`config.mk`:
```
export PLATFORM = sky130hd
export DESIGN_NAME = btn_debounce_pulse
export DESIGN_NICKNAME = d
export VERILOG_FILES = /design/src/rtl/btn_pkg.sv /design/src/rtl/sync_2ff.sv /design/src/rtl/btn_debounce_pulse.sv
export SDC_FILE = /design/constraint.sdc
export NUM_CORES = 1
export LEC_CHECK = 0
export ABC_AREA = 1
export CAP_MARGIN = 10
export CORE_UTILIZATION = 58
export DETAILED_ROUTE_END_ITERATION = 8
export PLACE_DENSITY = 0.83
export RECOVER_POWER = 25
export SYNTH_ARGS = -nofsm -noshare
export SYNTH_HDL_FRONTEND = slang
export SYNTH_SLANG_ARGS = --single-unit
```
`constraint.sdc`:
```
create_clock -name clk -period 1.8 [get_ports clk]
set_input_delay 0.18 -clock clk [delete_from_list [all_inputs] [get_ports clk]]
set_output_delay 0.18 -clock clk [all_outputs]
set_load 0.05 [all_outputs]
```
`src/rtl/btn_pkg.sv`:
```
// Shared constants for the push-button debounce stage.
// Holds the debounce FSM state codes and the default debounce length.
package btn_pkg;

   localparam logic [1:0] ST_IDLE         = 2'd0;
   localparam logic [1:0] ST_PRESS_WAIT   = 2'd1;
   localparam logic [1:0] ST_HELD         = 2'd2;
   localparam logic [1:0] ST_RELEASE_WAIT = 2'd3;

   localparam int DB_CYCLES_DEFAULT = 16;

endpackage : btn_pkg

```
`src/rtl/sync_2ff.sv`:
```
// Two-flop synchroniser for a single asynchronous level.
// Both stages clear on a synchronous active-high reset.
module sync_2ff (
   input  logic clk,
   input  logic rst,
   input  logic d,
   output logic q
);

   logic s1_q;
   logic s2_q;

   always_ff @(posedge clk) begin
      if (rst) begin
         s1_q <= 1'b0;
         s2_q <= 1'b0;
      end else begin
         s1_q <= d;
         s2_q <= s1_q;
      end
   end

   assign q = s2_q;

endmodule : sync_2ff

```
`src/rtl/btn_debounce_pulse.sv`:
```
// Debounces a bouncing button level and emits one count-enable strobe
// per accepted press; the level and strobe are both registered.
module btn_debounce_pulse
   import btn_pkg::*;
#(
   parameter int DB_CYCLES = DB_CYCLES_DEFAULT,
   parameter int CNT_W     = 16
) (
   input  logic clk,
   input  logic rst,
   input  logic btn_raw,
   input  logic en,
   output logic btn_level,
   output logic pulse
);

   localparam logic [CNT_W-1:0] CNT_LAST = CNT_W'(DB_CYCLES - 1);

   logic             sync_in;
   logic [1:0]       state_q,  state_d;
   logic [CNT_W-1:0] cnt_q,    cnt_d;
   logic             level_q,  level_d;
   logic             pulse_q,  pulse_d;

   sync_2ff u_sync (
      .clk (clk),
      .rst (rst),
      .d   (btn_raw),
      .q   (sync_in)
   );

   always_comb begin
      state_d = state_q;
      cnt_d   = cnt_q;
      pulse_d = 1'b0;
      case (state_q)
         ST_IDLE: begin
            if (sync_in) begin
               state_d = ST_PRESS_WAIT;
               cnt_d   = '0;
            end
         end
         ST_PRESS_WAIT: begin
            if (!sync_in) begin
               state_d = ST_IDLE;
               cnt_d   = '0;
            end else if (cnt_q == CNT_LAST) begin
               state_d = ST_HELD;
               cnt_d   = '0;
               pulse_d = en;
            end else begin
               cnt_d = cnt_q + 1'b1;
            end
         end
         ST_HELD: begin
            if (!sync_in) begin
               state_d = ST_RELEASE_WAIT;
               cnt_d   = '0;
            end
         end
         default: begin
            // A bounce back high returns to HELD without a fresh strobe.
            if (sync_in) begin
               state_d = ST_HELD;
               cnt_d   = '0;
            end else if (cnt_q == CNT_LAST) begin
               state_d = ST_IDLE;
               cnt_d   = '0;
            end else begin
               cnt_d = cnt_q + 1'b1;
            end
         end
      endcase
      level_d = (state_d == ST_HELD) || (state_d == ST_RELEASE_WAIT);
   end

   always_ff @(posedge clk) begin
      if (rst) begin
         state_q <= ST_IDLE;
         cnt_q   <= '0;
         level_q <= 1'b0;
         pulse_q <= 1'b0;
      end else begin
         state_q <= state_d;
         cnt_q   <= cnt_d;
         level_q <= level_d;
         pulse_q <= pulse_d;
      end
   end

   assign btn_level = level_q;
   assign pulse     = pulse_q;

endmodule : btn_debounce_pulse

```
Word level (Yosys, flattened, before mapping)
Cells that the tools add are included.
{"block": "word_totals", "regBits": 22, "inputBits": 4, "out_inout_bits": 2, "elab_cells": 34}
{"block": "classes", "addsub": 1, "n_eq_ne": 7, "mux": 13, "n_bitwise": 3, "n_reduce_logical": 4}
{"cell": "two-way mux 16 bit", "count": 5}
{"cell": "case mux 16 bit (3 select lines)", "count": 1}
{"cell": "adder 16 x 1 -> 16 bit, second input constant", "count": 1}
{"cell": "== test 16 x 4 -> 1 bit, second input constant", "count": 1}
{"cell": "two-way mux 2 bit", "count": 6}
{"cell": "== test 2 bit, second input constant", "count": 3}
{"cell": "case mux 2 bit (3 select lines)", "count": 1}
{"cell": "OR reduction 4 bit", "count": 1}
{"cell": "inverter 1 bit", "count": 3}
{"cell": "== test 2 x 1 -> 1 bit, second input constant", "count": 1}
{"cell": "logical NOT 2 bit", "count": 1}
{"cell": "!= test 2 x 1 -> 1 bit, second input constant", "count": 1}
{"cell": "!= test 2 bit, second input constant", "count": 1}
{"cell": "AND reduction 2 bit", "count": 1}
{"cell": "logical OR 1 bit", "count": 1}

Longest topological paths before layout
{"block": "logic_depth", "word_depth": 6, "depth_mapped": 8, "depth_no_buf": 8}

Modules after synthesis
Synthesis repeated with hierarchy kept, for this count alone.
{"block": "hier_totals", "hier_cells": 189, "hier_area_um2": 1223.7}
{"module": "btn_debounce_pulse", "instances": 1, "cells_per_inst": 183, "area_per_inst_um2": 1168.6, "seq_area_each_um2": 380.4}
{"module": "sync_2ff", "instances": 1, "cells_per_inst": 6, "area_per_inst_um2": 55.1, "seq_area_each_um2": 40.0}

Least setup slack after synthesis
Ideal clock, no wire load.
{"block": "synth_path", "path_kind": "register to register", "from": "register state_q[1]", "to": "register cnt_q[7]", "setup_time_ns": 0.115, "arrival_time_ns": 1.483, "required_ns": 1.685, "setup_slack_ns": 0.202, "stages_incl_launch_ff": 8, "n_path_buf": 1, "period_less_slack_ns": 1.598, "cell_sequence": "dfxtp_1 inv_1 nand2_4 nand3_4 buf_6 nand2_2 xor2_1 nor2_1"}
{"block": "synth_between", "elab_chain_len": 3, "word_cells_on_any_way": 7, "cone_classes": "4 x eq/ne; 1 x mux; 2 x reduce/logical"}
{"element": "start, declared", "line_no": "btn_debounce_pulse.sv:20", "rtl": "logic [1:0] state_q, state_d;"}
{"element": "start signal, assigned", "line_no": "btn_debounce_pulse.sv:84", "rtl": "state_q <= state_d;"}
{"element": "== test 2 bit / logical NOT 2 bit (equally long branches)", "line_no": "btn_debounce_pulse.sv:36", "rtl": "case (state_q)"}
{"element": "!= test 2 bit (no line) / != test 2 x 1 -> 1 bit (equally long branches)"}
{"element": "AND reduction 2 bit (no line)"}
{"element": "end signal, assigned", "line_no": "btn_debounce_pulse.sv:85", "rtl": "cnt_q <= cnt_d;"}
{"element": "end, declared", "line_no": "btn_debounce_pulse.sv:21", "rtl": "logic [CNT_W-1:0] cnt_q, cnt_d;"}
Several ways; a longest one is shown, not always the timed one.
A chain may end at the register's enable or synchronous reset.

==> summary.txt <==
area of the die -> 0.00235 mm^2
R2R cell count -> 8
Filler cells -> 186
via count -> 1113
worst hold path class -> in2reg
Pleak -> 0.540 nW
layout cells sized above 1 -> 0.168
gpl congestion -> 0.859
Routed Wire Length -> 2630 um
grt ovf -> 0
Port Buffers -> 5
Gate Count Post-Synth -> 176
core region area -> 0.00200 mm^2
top cells by area, synth -> dfxtp_1 (34%), nor2_1 (11%), nand2_1 (9.3%)
Achievable Freq -> 0.565 GHz
CTS H-Tree Depth -> 1
Critical Path Fanout Max -> 3
Fin Hold WS -> 398 ps
Setup Buffers After CTS -> 0
status -> complete, no violations
Placed Area -> 0.00132 mm^2
CTS Buf Count -> 3
die width -> 48.4 um
Synth cell types -> 29
CP max stage cell -> clkdlybuf4s50_1
worst setup margin -> 30.3 ps
IO Count -> 6
crit end category -> output port
# nets final -> 190
largest net degree at the start of global routing -> 15
Setup Viol. Count Final -> 0
Clock Tree Root -> clkbuf_4
cts hold-fix bufs -> 0
final hold vios -> 0
Max-cap violations -> 0
vias per inst -> 5.27
Worst EP required -> 1620 ps
startpoint types -> register
Worst Max-Slew Pin Slew -> 513 ps
crit path DAT -> 1590 ps
Layout Cell Area excl Fill -> 0.00133 mm^2
Global Route Usage Sum -> 0.246
worst reg2reg setup slack -> 170 ps
commonest non-fill, non-tap cell in the layout -> nor2_1
Setup CP Type -> reg2out
CP Depth -> 1
reg-to-reg critical path startpoint -> cnt_q[0]
clock sink count -> 21
Buf/Inv on CP -> 1
Min Clock Period, post-route -> 1770 ps
antenna cells -> 0
Synth top area share -> 0.336
clk_lat worst skew -> 320 ps
Final ANT Viol Nets -> 0
Slew HR -> 0.657
CTS tree -> done
FF-to-FF End -> cnt_q[8]
Worst setup startpoint -> state_q[1]
Initial Utilization -> 0.625
mean area per synthesized cell -> 7.11 um^2
Layout Cells excl Fill -> 211
quantity of gates resized following cts -> 0
Yosys Warn Count -> 0
Max stage delay on crit path -> 850 ps
crit-path cells -> clkdlybuf4s50_1
Synth Cell Area -> 0.00125 mm^2
initial DRC count -> 41
Final period util -> 0.983
fin. max-slew vios -> 0
vias in the first global route -> 1007
dpl ws -> 327 ps
pwr dens -> 564 mW/mm^2
DIE HEIGHT -> 48.4 um
#FFs+latches synth -> 21
skew final -> 10.1 ps
Synthesized Nets -> 181
Synth area leader -> dfxtp_1
CP endpoint -> btn_level
kind of cell adding the most delay to the critical path -> buffers and inverters
Layout area overhead -> 6.50%
Placement Rows -> 16
setup_tns -> 0 ps
RSZ-0062 raised after global routing -> no
DRC errors left -> 0
Wirelength per Cell -> 12.5 um
post-detail-place hpwl -> 1970 um
most frequent cells in the layout -> nor2_1 (36), nand2_1 (32), inv_1 (21), dfxtp_1 (21), nand3_1 (16)
first-pass GRT wire length -> 4420 um
sequential share of the synthesized area -> 0.336
placed cell count -> 207
clock tree buffer depth -> 2
first-pass detailed-route iteration total -> 4
initial antenna violation count -> 0
Worst-path clk slew -> 120 ps
maximum vdd drop -> 439 uV
cell type report:
class / count / area, um^2 / area share
clock buffers: 4 / 26.3 / 0.0197
inverters: 26 / 98.8 / 0.0742
multi-input cells: 128 / 703 / 0.528
flip-flops and latches: 21 / 420 / 0.315
well taps: 27 / 33.8 / 0.0254
repair buffers: 5 / 50.0 / 0.0376
how the worst min path moves through the flow:
stage,from,end,slack [ps],cells past startpoint
2_1_floorplan,rst,cnt_q[1],250,1
4_1_cts,btn_raw,u_sync.s1_q,410,3
3_5_place_dp,u_sync.s1_q,u_sync.q,440,2
3_3_place_gp,u_sync.s1_q,u_sync.q,400,2
5_1_grt,btn_raw,u_sync.s1_q,440,3
6_report,btn_raw,u_sync.s1_q,400,3
flip-flops by register name (all words and copies together), names as in the netlist:
| signal | flops |
|---|---|
| u_sync.s1_q | 1 |
| u_sync.q | 1 |
| state_q | 2 |
| cnt_q | 16 |
| pulse | 1 |
metal layers:
metal | up-vias | wire length, um | GRT usage
met2 | 42 | 1250 | 0.411
met1 | 504 | 1160 | 0.312
met4 | 0 | 41 | 0.103
li1 | 562 | - | -
met3 | 5 | 179 | 0.0440
met5 | - | 0 | 0
cell usage after synthesis:
library cell / n
ha_1: 1
a21oi_4: 1
a21oi_2: 1
clkinv_2: 1
nor3_2: 1
buf_6: 1
o21ai_1: 1
nand2_8: 1
or2_0: 1
nand3b_1: 2
nand2_1: 31
nor2_2: 4
clkinv_1: 1
a21oi_1: 7
nand3_1: 15
inv_1: 21
o21bai_2: 1
nand3_2: 2
xor2_1: 2
inv_2: 3
nand4_1: 2
nor3_1: 1
nand2_2: 6
nor2_1: 35
o21ai_0: 3
nor2_4: 4
nand2_4: 4
nand3_4: 2
dfxtp_1: 21
power by group:
group | internal (W) | switching, W | leakage (nW) | total, W
clock network | 0.0000868 | 0.000145 | 0.0150 | 0.000232
logic | 0.0000162 | 0.0000333 | 0.356 | 0.0000495
registers | 0.000467 | 0.00000259 | 0.170 | 0.000470
cell families (layout without fill, tap and decap cells):
kind of cell / after synthesis / count (layout) / share of synthesized area
AND/OR/NAND/NOR: 111 / 111 / 0.479
buffers and inverters: 27 / 35 / 0.0880
AO/OA/AOI/OAI: 14 / 14 / 0.0730
adder cells (fa/ha/maj): 1 / 1 / 0.0100
flip-flops: 21 / 21 / 0.336
XOR/XNOR: 2 / 2 / 0.0140
through the flow:
step	power, W	util
floorplan	0.000517	-
detailed placement	0.000530	0.661
global placement	0.000528	0.661
global route	0.000774	0.666
finish	0.000752	0.666
CTS	0.000749	0.674
Power figures use the tool's default switching activity.
